## config.mk

```make
export PLATFORM = sky130hd
export DESIGN_NAME = pca9685_sequencer_flat
export DESIGN_NICKNAME = d
export VERILOG_FILES = /design/src/rtl/pca9685_sequencer_if.sv /design/src/rtl/pca9685_sequencer.sv /design/src/flat_wrapper.sv
export SDC_FILE = /design/constraint.sdc
export NUM_CORES = 1
export LEC_CHECK = 0
export ABC_AREA = 1
export CAP_MARGIN = 20
export CORE_MARGIN = 4
export CORE_UTILIZATION = 50
export CTS_BUF_LIST = sky130_fd_sc_hd__clkbuf_8
export DETAILED_ROUTE_END_ITERATION = 10
export GPL_TIMING_DRIVEN = 0
export HOLD_SLACK_MARGIN = 0.02
export PLACE_DENSITY = 0.85
export SLEW_MARGIN = 20
export SYNTH_ARGS = -nofsm -noshare
export SYNTH_HDL_FRONTEND = slang
export SYNTH_SLANG_ARGS = --single-unit
export TNS_END_PERCENT = 20
```

## constraint.sdc

```tcl
create_clock -name clk_i -period 2.2 [get_ports clk_i]
set_input_delay 0.44 -clock clk_i [delete_from_list [all_inputs] [get_ports clk_i]]
set_output_delay 0.44 -clock clk_i [all_outputs]
set_load 0.005 [all_outputs]
```

## src/rtl/pca9685_sequencer_if.sv

```systemverilog
// Single-register write handshake between the PCA9685 sequencer and the I2C controller.
// The sequencer owns the transaction fields and execute; the controller returns busy.
interface pca9685_sequencer_if;
   logic [6:0] address;
   logic       rw;
   logic [7:0] register_id;
   logic [7:0] register_value;
   logic       execute;
   logic       busy;

   modport master (
      output address,
      output rw,
      output register_id,
      output register_value,
      output execute,
      input  busy
   );

   modport slave (
      input  address,
      input  rw,
      input  register_id,
      input  register_value,
      input  execute,
      output busy
   );
endinterface

```

## src/rtl/pca9685_sequencer.sv

```systemverilog
// Turns init / channel requests into ordered single-register PCA9685 writes for i2c_controller,
// holding each transaction's fields stable and flagging a controller that never goes busy.
module pca9685_sequencer #(
   parameter logic [6:0]  DEVICE_ADDR    = 7'h40,
   parameter logic [7:0]  PRESCALE_VALUE = 8'd121,
   parameter int unsigned TIMEOUT_CYCLES = 1023
) (
   input  logic                       clk_i,
   input  logic                       rst_i,
   input  logic                       init_i,
   input  logic                       write_i,
   input  logic [3:0]                 ch_i,
   input  logic [12:0]                on_i,
   input  logic [12:0]                off_i,
   output logic                       ready_o,
   output logic                       done_o,
   output logic                       error_o,
   pca9685_sequencer_if.master        ctrl
);

   localparam int unsigned CntW = $clog2(TIMEOUT_CYCLES + 1);
   localparam logic [CntW-1:0] CntLast = CntW'(TIMEOUT_CYCLES - 1);

   typedef enum logic [1:0] {StIdle, StLoad, StIssue, StWaitDone} state_e;

   state_e          state_q;
   logic [1:0]      idx_q;
   logic            init_q;
   logic [3:0]      ch_q;
   logic [12:0]     on_q;
   logic [12:0]     off_q;
   logic [CntW-1:0] cnt_q;
   logic            busy_s1_q;
   logic            busy_s2_q;
   logic            execute_q;
   logic            done_q;
   logic            error_q;
   logic [7:0]      reg_id_q;
   logic [7:0]      reg_val_q;
   logic [1:0]      last_idx;
   logic [1:0]      idx_next;

   // Returns {register_id, register_value} for one step of either sequence.
   function automatic logic [15:0] step_fields(input logic        is_init,
                                               input logic [1:0]  idx,
                                               input logic [3:0]  ch,
                                               input logic [12:0] on,
                                               input logic [12:0] off);
      logic [7:0] base;
      logic [15:0] f;
      base = 8'h06 + {2'b00, ch, 2'b00};
      f    = 16'h0000;
      if (is_init) begin
         unique case (idx)
            2'd0:    f = {8'h00, 8'h10};
            2'd1:    f = {8'hFE, PRESCALE_VALUE};
            2'd2:    f = {8'h00, 8'h20};
            default: f = 16'h0000;
         endcase
      end else begin
         unique case (idx)
            2'd0: f = {base,         on[7:0]};
            2'd1: f = {base + 8'd1, {3'b000, on[12:8]}};
            2'd2: f = {base + 8'd2,  off[7:0]};
            2'd3: f = {base + 8'd3, {3'b000, off[12:8]}};
         endcase
      end
      return f;
   endfunction

   always_comb begin
      ready_o  = (state_q == StIdle) && !busy_s2_q;
      last_idx = init_q ? 2'd2 : 2'd3;
      idx_next = idx_q + 2'd1;
   end

   always_ff @(posedge clk_i) begin
      if (rst_i) begin
         state_q   <= StIdle;
         idx_q     <= 2'd0;
         init_q    <= 1'b0;
         ch_q      <= 4'd0;
         on_q      <= 13'd0;
         off_q     <= 13'd0;
         cnt_q     <= '0;
         busy_s1_q <= 1'b1;
         busy_s2_q <= 1'b1;
         execute_q <= 1'b0;
         done_q    <= 1'b0;
         error_q   <= 1'b0;
         reg_id_q  <= 8'd0;
         reg_val_q <= 8'd0;
      end else begin
         busy_s1_q <= ctrl.busy;
         busy_s2_q <= busy_s1_q;
         done_q    <= 1'b0;
         unique case (state_q)
            StIdle: begin
               if ((init_i || write_i) && ready_o) begin
                  init_q  <= init_i;
                  ch_q    <= ch_i;
                  on_q    <= on_i;
                  off_q   <= off_i;
                  error_q <= 1'b0;
                  idx_q   <= 2'd0;
                  // Fields are loaded on entry to LOAD so they lead execute by a cycle.
                  {reg_id_q, reg_val_q} <= step_fields(init_i, 2'd0, ch_i, on_i, off_i);
                  state_q <= StLoad;
               end
            end
            StLoad: begin
               cnt_q     <= '0;
               execute_q <= 1'b1;
               state_q   <= StIssue;
            end
            StIssue: begin
               if (busy_s2_q) begin
                  execute_q <= 1'b0;
                  state_q   <= StWaitDone;
               end else if (cnt_q == CntLast) begin
                  execute_q <= 1'b0;
                  error_q   <= 1'b1;
                  state_q   <= StIdle;
               end else begin
                  cnt_q <= cnt_q + 1'b1;
               end
            end
            StWaitDone: begin
               if (!busy_s2_q) begin
                  if (idx_q == last_idx) begin
                     done_q  <= 1'b1;
                     state_q <= StIdle;
                  end else begin
                     idx_q <= idx_next;
                     {reg_id_q, reg_val_q} <= step_fields(init_q, idx_next, ch_q, on_q, off_q);
                     state_q <= StLoad;
                  end
               end
            end
         endcase
      end
   end

   assign done_o               = done_q;
   assign error_o              = error_q;
   assign ctrl.address         = DEVICE_ADDR;
   assign ctrl.rw              = 1'b0;
   assign ctrl.register_id     = reg_id_q;
   assign ctrl.register_value  = reg_val_q;
   assign ctrl.execute         = execute_q;
endmodule
```

## src/flat_wrapper.sv

```systemverilog
// flat-port wrapper written by rule: the top's interface ports become plain ports
module pca9685_sequencer_flat 
#(
   parameter logic [6:0]  DEVICE_ADDR    = 7'h40,
   parameter logic [7:0]  PRESCALE_VALUE = 8'd121,
   parameter int unsigned TIMEOUT_CYCLES = 1023
)
  (clk_i, rst_i, init_i, write_i, ch_i, on_i, off_i, ready_o, done_o, error_o, ctrl_address, ctrl_rw, ctrl_register_id, ctrl_register_value, ctrl_execute, ctrl_busy);
  pca9685_sequencer_if ctrl_i ();
  input  logic clk_i;
  input  logic rst_i;
  input  logic init_i;
  input  logic write_i;
  input  logic [3:0] ch_i;
  input  logic [12:0] on_i;
  input  logic [12:0] off_i;
  output logic ready_o;
  output logic done_o;
  output logic error_o;
  output wire logic [$bits(ctrl_i.address)-1:0] ctrl_address;
  output wire logic [$bits(ctrl_i.rw)-1:0] ctrl_rw;
  output wire logic [$bits(ctrl_i.register_id)-1:0] ctrl_register_id;
  output wire logic [$bits(ctrl_i.register_value)-1:0] ctrl_register_value;
  output wire logic [$bits(ctrl_i.execute)-1:0] ctrl_execute;
  input wire logic [$bits(ctrl_i.busy)-1:0] ctrl_busy;
  assign ctrl_address = ctrl_i.address;
  assign ctrl_rw = ctrl_i.rw;
  assign ctrl_register_id = ctrl_i.register_id;
  assign ctrl_register_value = ctrl_i.register_value;
  assign ctrl_execute = ctrl_i.execute;
  assign ctrl_i.busy = ctrl_busy;
  pca9685_sequencer #(.DEVICE_ADDR(DEVICE_ADDR), .PRESCALE_VALUE(PRESCALE_VALUE), .TIMEOUT_CYCLES(TIMEOUT_CYCLES)) u_core (.clk_i(clk_i), .rst_i(rst_i), .init_i(init_i), .write_i(write_i), .ch_i(ch_i), .on_i(on_i), .off_i(off_i), .ready_o(ready_o), .done_o(done_o), .error_o(error_o), .ctrl(ctrl_i));
endmodule
```

=== Word-level counts from Yosys, hierarchy flattened ===
Cells that the tools add are included.

* Muxes and demuxes: 34
* Reductions and logical operators: 16
* Eq/ne operators: 15
* Bitwise operators: 1
* $add $sub $neg: 7

{| class="wikitable"
|+ Operator list
! operator !! count
|-
| $pmux 16 s4 || 1
|-
| $mux 8 || 6
|-
| $pmux 16 s3 || 1
|-
| $mux 16 || 2
|-
| $pmux 8 s2 || 2
|-
| $mux 10 || 2
|-
| $pmux 10 s2 || 1
|-
| $add 8x2->8 const B || 2
|-
| $add 3x6->7 const A || 2
|-
| $mux 2 || 7
|-
| $add 10x1->10 const B || 1
|-
| $eq 10x10->1 const B || 1
|-
| $ne 2x2->1 const B || 5
|-
| $add 8x1->8 const B || 1
|-
| $eq 2x2->1 const B || 4
|-
| $mux 1 || 8
|-
| $pmux 2 s4 || 1
|-
| $reduce_and 4->1 || 2
|-
| $reduce_and 3->1 || 2
|-
| $reduce_bool 2->1 || 3
|-
| $eq 2x1->1 const B || 2
|-
| $logic_not 2->1 || 2
|-
| $pmux 1 s2 || 2
|-
| $pmux 2 s2 || 1
|-
| 10 further kinds || 12
|}

* Bits in registers: 66
* Output and inout port bits: 28
* Input port bits: 35
* Word-level logic and storage cells: 87

=== Logic depth before layout (Yosys ltp) ===
Gate-level depths: netlist of run 1.

* Word-level depth: 7
* Depth in mapped cells: 11
* Depth with buffers taken out: 11

=== Least setup slack after synthesis of run 1 ===
No wires, ideal clock.

* Kind: reg-to-reg
* Start: register u_core.state_q[0]
* End: register u_core.reg_id_q[6] (netlist: u_core.ctrl.register_id[6])
* Path buffers: 1
* Data required time: 2.080 ns
* Stages on the path, launching flop included: 11
* Path slack: 0.467 ns
* Arrival: 1.613 ns
* Setup time: 0.120 ns
* Cell sequence: dfxtp_1 -> inv_1 -> ha_1 -> inv_1 -> nor2_4 -> nand2_4 -> a21oi_4 -> nand2_4 -> buf_6 -> nor3_1 -> a21oi_1

* Longest elaborated chain between the ends: 5
* Elaborated cells on any way between the ends: 10
* Those cells by class: 4 x eq/ne; 1 x mux; 5 x reduce/logical

{| class="wikitable"
|+ RTL lines
! element !! RTL line !! text
|-
| from (decl) || pca9685_sequencer.sv:26 || <nowiki>state_e state_q;</nowiki>
|-
| from (signal assigned) || pca9685_sequencer.sv:79 || <nowiki>state_q <= StIdle;</nowiki>
|-
| from (signal assigned) || pca9685_sequencer.sv:108 || <nowiki>state_q <= StLoad;</nowiki>
|-
| from (signal assigned) || pca9685_sequencer.sv:114 || <nowiki>state_q <= StIssue;</nowiki>
|-
| $logic_not 2->1 || pca9685_sequencer.sv:72 || <nowiki>ready_o = (state_q == StIdle) && !busy_s2_q;</nowiki>
|-
| $logic_and 1x1->1 || pca9685_sequencer.sv:72 ||
|-
| named net ready_o || flat_wrapper.sv:17 || <nowiki>output logic ready_o;</nowiki>
|-
| $logic_and 1x1->1 || pca9685_sequencer.sv:99 || <nowiki>if ((init_i || write_i) && ready_o) begin</nowiki>
|-
| $ne 2x2->1 (no source line) || - ||
|-
| $reduce_and 4->1 (no source line) || - ||
|-
| to (signal assigned) || pca9685_sequencer.sv:107 || <nowiki>{reg_id_q, reg_val_q} <= step_fields(init_i, 2'd0, ch_i, on_i, off_i);</nowiki>
|-
| to (signal assigned) || pca9685_sequencer.sv:135 || <nowiki>{reg_id_q, reg_val_q} <= step_fields(init_q, idx_next, ch_q, on_q, off_q);</nowiki>
|-
| to (decl) || pca9685_sequencer.sv:38 || <nowiki>logic [7:0] reg_id_q;</nowiki>
|}

The timed path passes the listed nets, and every way through them passes these cells.
A chain may end at the register's enable or synchronous reset.

=== Final worst setup path of run 1 ===
* Start: register u_core.state_q[1]
* End: output ready_o

* Longest elaborated chain between the ends: 2

{| class="wikitable"
|+ RTL lines
! element !! RTL line
|-
| $logic_not 2->1 || pca9685_sequencer.sv:72
|-
| $logic_and 1x1->1 || pca9685_sequencer.sv:72
|-
| to (decl) || flat_wrapper.sv:17
|}

Every way passes these cells.

==> flow_summary.yaml, run 1 <==
run_status:
  status: "complete, no violations"
global_route:
  grt_first_pass_wirelength_um: 14300
  vias_in_the_first_global_route: 3140
  globalRouteTotalUtil: 0.213
  pin_count_of_the_biggest_net_entering_global_routing: 12
  globalRouteOverflowTotal: 0
  initial_antenna_violation_count: 0
worst_setup_path:
  reg2reg_depth: 9
  critical_path_arrival_ns: 1.75
  worstSetupStartpointType: "flip-flop"
  critPathMaxFanout: 4
  rr_endpoint: "u_core.ctrl.register_id[6]"
  setup.worst_path.class: "reg -> out"
  critical_path.reg2reg.startpoint: "u_core.idx_q[0]"
  worst_setup_path_end_kind: "output port"
  reg2reg_setup_slack_ns: 0.11
  crit_required_ns: 1.76
clocking:
  holdBufCountCts: 0
  cts-htree-levels: 3
  cts_buffers: 9
  cts.root.buffer_cell: "clkbuf_8"
  clk-insertion-delay-late_ns: 0.35
  clk_pin_slew_ns: 0.07
  cts_repair_resize_count: 3
  cts_tree: "built"
  cts.sink_count: 66
  cts_max_path_buffers: 2
  post_cts_setup_buffers: 0
timing:
  max_slew_margin: 0.596
  final_min_period_over_clock_period: 0.998
  timing.final.setup_violations: 0
  post-route-min-period_ns: 2.19
  worst_setup_skew_after_layout_ns: 0.00744
  timing.setup.tns_ns: 0
  max_freq_mhz: 456
  tightestPinTransition_ns: 0.602
  setup_repair_after_global_routing_missed_its_margin: "true"
  hold_vio_cnt_final: 0
  final-max-slew-violation-count: 0
  postLayoutSetupSlackWorst_ns: 0.00503
synth:
  post_synthesis_share_of_cell_area_spent_on_full_adders_half_adders_and_majority_gates: 0.0474
  average_instance_area_after_synthesis_sq_um: 6.78
  dominant_combinational_cell_family_by_area_after_synthesis: "simple AND/OR/NAND/NOR gates"
  synthDominantAreaCellType: "dfxtp_1"
  yosys.area.top_type_share: 0.385
  mappedNetlistArea_sq_mm: 0.00343
  synth.top_cells.by_area: "dfxtp_1, nand2_1, nor2_1"
  synth_edf_count: 0
  ys_seq_elements: 66
  netlist_instances: 506
  most_used_flip_flop_cell_after_synthesis: "dfxtp_1"
  fraction_of_the_mapped_netlist_area_in_simple_logic_gates: 0.281
  ys_warn_count: 0
  ys_seq_area_frac: 0.385
  xor_and_xnor_fraction_of_the_mapped_netlist_area: 0.0102
  synth.distinct_cells: 30
  yosys-mux-area-fraction: 0
  synth_compound_area_frac: 0.173
  synth-async-reset-ratio: 0
place:
  place.detailed.hpwl_um: 6500
  place.port_buffers: 54
  placement.setup.worst_slack_ns: -0.0180
  gp_routability_congestion: 0.908
route:
  vias: 3518
  wirelength_um: 8830
  first_drt_iteration_drcs: 255
  detail_route.first_pass.iterations: 6
  post_drt_wl_per_cell_um: 13.4
  drtAntennaViolNets: 0
  route.detailed.vias_per_inst: 5.34
  drcViolationCount: 0
hold_path:
  worst_hold_startpoint: "u_core.busy_s1_q"
  hold_path_class: "reg -> reg"
  hold_end: "u_core.busy_s2_q"
  hold_path_depth: 1
final_layout:
  fillerInstances: 559
  mostFrequentLayoutCells: "nand2_1, nor2_1, dfxtp_1"
  syn_to_final_growth_pct: 26.5
  final_common_cell: "nand2_1"
  final_layout_size_suffix_gt1_frac: 0.0687
  insertedDiodeCount: 0
  final_stage_net_count: 625
floorplan:
  chipHeight_um: 90.8
  core.rowCount: 29
  start_util: 0.528
  io_pins: 63
  core-area_sq_mm: 0.00649
  floorplan.die.width_um: 90.8
  die_area_sq_mm: 0.00825
pwr:
  total_power_per_unit_cell_area_mw_per_mm2: 898
  power.ir.vdd_worst_v: 0.000478
  total_leakage_power_nw: 1.76
  design_power_total_mw: 3.89
run:
  max_capacitance_violation_count: 0
-- Yosys cell counts (all sizes together), types with 4 or more instances --
master and number:
a21oi 47, a31oi 7, buf 12, clkbuf 13
dfxtp 66, ha 13, inv 52, nand2 119
nand3 19, nand4 6, nor2 79, nor3 4
o21ai 44, or2 5
-- cells by family after synthesis --
family                     after synthesis
xor gates and xnor gates                 4
buffers and inverters                   79
AOI/OAI and AO/OA                      109
and+or+nand+nor                        233
DFF                                     66
other                                    2
adders and majority gates               13
-- sequential cells by signal, indices dropped and copies added, names as in the netlist, 2 cells and up --
| name | count |
|---|---|
| u_core.state_q | 2 |
| u_core.ctrl.register_id | 8 |
| u_core.off_q | 13 |
| u_core.ctrl.register_value | 8 |
| u_core.idx_q | 2 |
| u_core.ch_q | 4 |
| u_core.on_q | 13 |
| u_core.cnt_q | 10 |
-- area by class of cell --
cell class,instances,area (sq um),share of cell area
Inverter,54,203,0.0467
Clock inverter,7,110,0.0254
Multi-Input combinational cell,367,1800,0.415
Buffer,25,141,0.0326
Sequential cell,66,1320,0.305
Clock buffer,9,124,0.0286
Timing Repair Buffer,54,541,0.125
Tap cell,77,96.3,0.0222
-- worst max-delay path: stages, from the launching register on --
cell             delay [ns]
dfxtp_1                0.34
inv_1                  0.12
ha_4                   0.17
inv_1                  0.10
nor2_4                 0.16
clkdlybuf4s50_1        0.52
-- per-layer routing --
| layer | wire length [um] | GRT usage | vias to the layer above |
|---|---|---|---|
| met5 | 0 | 0 | - |
| met4 | 261 | 0.109 | 0 |
| met3 | 595 | 0.0458 | 27 |
| met2 | 4120 | 0.338 | 151 |
| met1 | 3860 | 0.271 | 1583 |
| li1 | - | - | 1757 |
-- through the flow --
| step | std cells | util | area, sq um | hold slack (ns) |
|---|---|---|---|---|
| after CTS | 659 | 0.667 | 4330 | 0.424 |
| after floorplan | 512 | - | 3450 | 0.389 |
| after global placement | 643 | 0.629 | 4090 | 0.392 |
| final | 659 | 0.668 | 4340 | 0.421 |
| after global routing | 659 | 0.668 | 4340 | 0.433 |
| after detailed placement | 643 | 0.629 | 4090 | 0.402 |
-- how the worst max path moves through the flow --
stage | start | to | slack [ns] | cells after the start
after detailed placement | init_i | u_core.off_q[0] | -0.02 | 8
after CTS | u_core.state_q[1] | ready_o | 0.02 | 5
after floorplan | u_core.state_q[0] | u_core.ctrl.register_id[6] | 0.47 | 10
final | u_core.state_q[1] | ready_o | 0.005 | 5
after global routing | u_core.state_q[1] | ready_o | -0.06 | 5
after global placement | init_i | u_core.off_q[0] | 0.04 | 8
-- power by group --
| group | switching (mW) | total (mW) | internal (mW) |
|---|---|---|---|
| Clock | 0.458 | 1.20 | 0.742 |
| Combinational | 0.726 | 1.25 | 0.528 |
| Sequential | 0.0946 | 1.44 | 1.34 |
(Power assumes the default switching activity.)
==> run 2: changes to the inputs <==
- CORE_MARGIN: 4 -> not set
==> run 2 against run 1 <==
The run now ends with design-rule violations left. Worst hold slack got worse by 0.0044 ns. Maximum frequency barely moved. Global-route usage rose by 4.8 points. Via count rose by 1.5%. Critical path type unchanged. Critical endpoint unchanged.
==> flow_summary.yaml, run 2 (synthesized netlist as in run 1, its figures left out) <==
route:
  first_drt_iteration_drcs: 243
  detail_route.first_pass.iterations: 8
  drtAntennaViolNets: 0
  drcViolationCount: 4
  route.detailed.vias_per_inst: 5.42
  vias: 3571
  wirelength_um: 8880
  post_drt_wl_per_cell_um: 13.5
global_route:
  globalRouteOverflowTotal: 0
  vias_in_the_first_global_route: 3242
  pin_count_of_the_biggest_net_entering_global_routing: 13
  globalRouteTotalUtil: 0.261
  initial_antenna_violation_count: 0
  grt_first_pass_wirelength_um: 14800
clocking:
  cts-htree-levels: 3
  cts.sink_count: 66
  cts.root.buffer_cell: "clkbuf_8"
  cts_buffers: 9
  cts_max_path_buffers: 2
  clk-insertion-delay-late_ns: 0.35
  cts_tree: "built"
  clk_pin_slew_ns: 0.07
  post_cts_setup_buffers: 0
  holdBufCountCts: 0
timing:
  setup_repair_after_global_routing_missed_its_margin: "true"
  tightestPinTransition_ns: 0.600
  max_freq_mhz: 456
  worst_setup_skew_after_layout_ns: 0.00629
  hold_vio_cnt_final: 0
  final_min_period_over_clock_period: 0.998
  timing.final.setup_violations: 0
  worst_hold_slack_ns: 0.416
  post-route-min-period_ns: 2.20
  max_slew_margin: 0.597
  final-max-slew-violation-count: 0
run:
  max_capacitance_violation_count: 0
run_status:
  status: "complete, but fails checks"
  violations: "design-rule violations"
worst_setup_path:
  critical_path_arrival_ns: 1.76
  critical_path.reg2reg.startpoint: "u_core.idx_q[0]"
  reg2reg_depth: 9
  rr_endpoint: "u_core.ctrl.register_id[6]"
  reg2reg_setup_slack_ns: 0.13
  critPathMaxFanout: 4
  crit_required_ns: 1.76
  worstSetupStartpointType: "flip-flop"
  worst_setup_path_end_kind: "output port"
  setup.worst_path.class: "reg -> out"
floorplan:
  chipHeight_um: 84.8
  start_util: 0.528
  die_area_sq_mm: 0.00719
  core-area_sq_mm: 0.00649
  floorplan.die.width_um: 84.8
  io_pins: 63
  core.rowCount: 29
final_layout:
  register_area_sq_mm: 0.00132
  mostFrequentLayoutCells: "nand2_1, nor2_1, dfxtp_1"
  final_stage_net_count: 625
  final_layout_size_suffix_gt1_frac: 0.0722
  fillerInstances: 564
  final_cell_count_no_fill: 659
  largest_registers: "u_core.off_q: 13 flops, u_core.on_q: 13 flops, u_core.cnt_q: 10 flops"
  final_common_cell: "nand2_1"
  multi_input_area_sq_mm: 0.00180
  finalInstanceArea_sq_mm: 0.00438
  syn_to_final_growth_pct: 27.7
  insertedDiodeCount: 0
pwr:
  internal-power_mw: 2.77
  pwr-share-clk: 0.343
  power.ir.vdd_worst_v: 0.000608
  design_power_total_mw: 4.10
  power.switching_fraction: 0.324
  p_comb_frac: 0.306
  switchingPower_mw: 1.33
  total_power_per_unit_cell_area_mw_per_mm2: 937
  total_leakage_power_nw: 1.77
  pwr-share-seq: 0.350
hold_path:
  worst_hold_startpoint: "u_core.busy_s1_q"
  hold_path_depth: 1
  hold_path_class: "reg -> reg"
  hold_end: "u_core.busy_s2_q"
place:
  placement.cell_area_sq_mm: 0.00409
  place.port_buffers: 54
  gp_routability_congestion: 0.861
  place.detailed.hpwl_um: 6360
  placed_cells: 643
## run 2: cell count changes in the layout (fill, tap and decap cells not counted)
cell,before,now
inv_1,53,51
bufinv_16,3,4
clkbuf_8,9,10
clkinv_2,1,0
inv_6,0,1
## run 2: worst max-delay path by stage
stage	startpoint	end	slack (ns)	depth (start not counted)
4_1_cts	u_core.state_q[1]	ready_o	0.01	5
6_report	u_core.state_q[1]	ready_o	0.005	5
5_1_grt	u_core.state_q[1]	ready_o	-0.04	5
3_3_place_gp	init_i	u_core.off_q[0]	0.05	8
3_5_place_dp	init_i	u_core.off_q[8]	0.01	8
2_1_floorplan	u_core.state_q[0]	u_core.ctrl.register_id[6]	0.47	10
## run 2: critical path, cell delays in order, from the launching register on
cell,delay [ns]
dfxtp_1,0.34
inv_1,0.12
ha_4,0.18
inv_1,0.10
nor2_4,0.15
clkdlybuf4s50_1,0.52
## run 2: through the flow
| step | worst slack (ns) | TNS [ns] | util |
|---|---|---|---|
| CTS | 0.0129 | 0 | 0.673 |
| floorplan | 0.467 | 0 | - |
| finish | 0.00476 | 0 | 0.674 |
| global route | -0.0383 | -0.0383 | 0.674 |
| global placement | 0.0491 | 0 | 0.629 |
| detailed placement | 0.0114 | 0 | 0.629 |
## run 2: layer usage
metal / vias to the layer above / routed length (um) / track usage
li1: 1761 / - / -
met1: 1645 / 3880 / 0.329
met2: 143 / 4280 / 0.446
met3: 22 / 545 / 0.0393
met4: 0 / 180 / 0.109
met5: - / 0 / 0
## run 2: what timing repair did
action,CTS,global route
pin swaps,0,0
resized for setup,3,1
endpoints found under the setup margin,1,2
## run 2: layout make-up
cell class | instances | share of cell area
Buffer | 25 | 0.0323
Clock buffer | 10 | 0.0314
Clock inverter | 6 | 0.0312
Inverter | 54 | 0.0463
Multi-Input combinational cell | 367 | 0.411
Sequential cell | 66 | 0.302
Tap cell | 77 | 0.0220
Timing Repair Buffer | 54 | 0.123
## run 2: power by group through the flow
stage	clock (mW)	sequential, mW	combinational, mW
after floorplan	0	1.45	0.783
after global placement	0	1.46	1.17
after detailed placement	0	1.46	1.19
after CTS	1.42	1.44	1.23
after global routing	1.47	1.45	1.38
final	1.41	1.44	1.26
==> run 3: changes to the inputs <==
- SETUP_SLACK_MARGIN: not set -> 0.02
==> run 3 against run 2 <==
The flow still finishes with violations (design-rule violations). Critical endpoint unchanged. Critical path depth did not move. Via count shrank 0.39%. Worst hold slack is essentially flat. Die area unchanged.
==> flow_summary.yaml, run 3 (synthesized netlist as in run 1, its figures left out) <==
timing:
  worst_setup_skew_after_layout_ns: 0.00804
  postLayoutSetupSlackWorst_ns: 0.0760
  final_min_period_over_clock_period: 0.965
  max_slew_margin: 0.644
  hold_vio_cnt_final: 0
  post-route-min-period_ns: 2.12
  final-max-slew-violation-count: 0
  max_freq_mhz: 471
  timing.setup.tns_ns: 0
  timing.final.setup_violations: 0
  tightestPinTransition_ns: 0.534
  setup_repair_after_global_routing_missed_its_margin: "false"
clocking:
  cts.sink_count: 66
  cts-htree-levels: 3
  cts_buffers: 9
  clk_pin_slew_ns: 0.07
  cts_max_path_buffers: 2
  cts_tree: "built"
  cts.root.buffer_cell: "clkbuf_8"
  clk-insertion-delay-late_ns: 0.35
floorplan:
  chipHeight_um: 84.8
  die_area_sq_mm: 0.00719
  start_util: 0.528
  core.rowCount: 29
  core-area_sq_mm: 0.00649
  floorplan.die.width_um: 84.8
  io_pins: 63
worst_setup_path:
  worstSetupStartpointType: "flip-flop"
  critical_path_arrival_ns: 1.68
  worst_setup_path_end_kind: "output port"
  setup.worst_path.class: "reg -> out"
  critPathMaxFanout: 4
  crit_required_ns: 1.76
final_layout:
  largest_registers: "u_core.off_q: 13 flops, u_core.on_q: 13 flops, u_core.cnt_q: 10 flops"
  finalInstanceArea_sq_mm: 0.00439
  final_stage_net_count: 626
  syn_to_final_growth_pct: 28.0
  insertedDiodeCount: 0
  post-route-util: 0.676
  register_area_sq_mm: 0.00132
  fillerInstances: 563
  mostFrequentLayoutCells: "nand2_1, nor2_1, dfxtp_1"
  multi_input_area_sq_mm: 0.00180
  final_layout_size_suffix_gt1_frac: 0.0789
  final_common_cell: "nand2_1"
global_route:
  vias_in_the_first_global_route: 3251
  pin_count_of_the_biggest_net_entering_global_routing: 13
  globalRouteOverflowTotal: 0
  globalRouteTotalUtil: 0.261
  grt_first_pass_wirelength_um: 14800
  initial_antenna_violation_count: 0
pwr:
  total_leakage_power_nw: 1.78
  total_power_per_unit_cell_area_mw_per_mm2: 936
  power.ir.vdd_worst_v: 0.000608
route:
  wirelength_um: 8890
  drcViolationCount: 4
  post_drt_wl_per_cell_um: 13.5
  route.detailed.vias_per_inst: 5.39
  vias: 3557
  drtAntennaViolNets: 0
  first_drt_iteration_drcs: 253
  detail_route.first_pass.iterations: 8
place:
  placement.setup.worst_slack_ns: 0.0114
  placement.cell_area_sq_mm: 0.00409
  place.port_buffers: 54
  place.detailed.hpwl_um: 6360
  gp_routability_congestion: 0.861
run_status:
  status: "complete, but fails checks"
  violations: "design-rule violations"
run:
  max_capacitance_violation_count: 0
hold_path:
  hold_path_class: "reg -> reg"
## run 3: worst paths after layout
path | slack [ns] | depth (start not counted) | end | startpoint
worst max register to register | 0.20 | 9 | u_core.ctrl.register_value[2] | u_core.state_q[1]
worst min-delay path | 0.42 | 1 | u_core.busy_s2_q | u_core.busy_s1_q
worst max-delay path | 0.08 | 5 | ready_o | u_core.state_q[0]
worst min register to register | 0.42 | 1 | u_core.busy_s2_q | u_core.busy_s1_q
## run 3: power breakdown
group | total, mW | switching [mW] | internal (mW)
Combinational | 1.26 | 0.727 | 0.532
Sequential | 1.44 | 0.0946 | 1.34
Clock | 1.41 | 0.508 | 0.902
Total | 4.11 | 1.33 | 2.78
## run 3: layout make-up
| class | instances | area share |
|---|---|---|
| Tap cell | 77 | 0.0219 |
| Sequential cell | 66 | 0.301 |
| Clock buffer | 10 | 0.0314 |
| Buffer | 25 | 0.0325 |
| Multi-Input combinational cell | 367 | 0.411 |
| Clock inverter | 6 | 0.0311 |
| Timing Repair Buffer | 55 | 0.125 |
| Inverter | 54 | 0.0462 |
## run 3: per-layer routing
metal  routed length, um  track usage  vias to the layer above
met5                   0            0                        -
met4                 162        0.109                        0
met3                 628       0.0393                       20
met2                4300        0.447                      153
met1                3810        0.329                     1629
li1                    -            -                     1755
## run 3: stage by stage
| stage | cells | power, mW | hold WS (ns) |
|---|---|---|---|
| 4_1_cts | 660 | 4.09 | 0.420 |
| 3_5_place_dp | 643 | 2.66 | 0.401 |
| 2_1_floorplan | 512 | 2.23 | 0.389 |
| 6_report | 660 | 4.11 | 0.416 |
| 5_1_grt | 660 | 4.31 | 0.435 |
| 3_3_place_gp | 643 | 2.62 | 0.391 |
## run 3: worst max-delay path: stages (launching register included)
cell and delay, ns:
dfxtp_1 0.34, inv_2 0.10, ha_4 0.17, inv_1 0.10, nor2_4 0.13, clkdlybuf4s50_1 0.50
## run 3: timing repair
| item | in CTS | in global routing |
|---|---|---|
| hold buffers | 0 | 0 |
| resized for setup | 3 | 5 |
| pin swaps | 1 | 0 |
| endpoints found under the setup margin | 1 | 16 |
| buffers inserted | 1 | 0 |
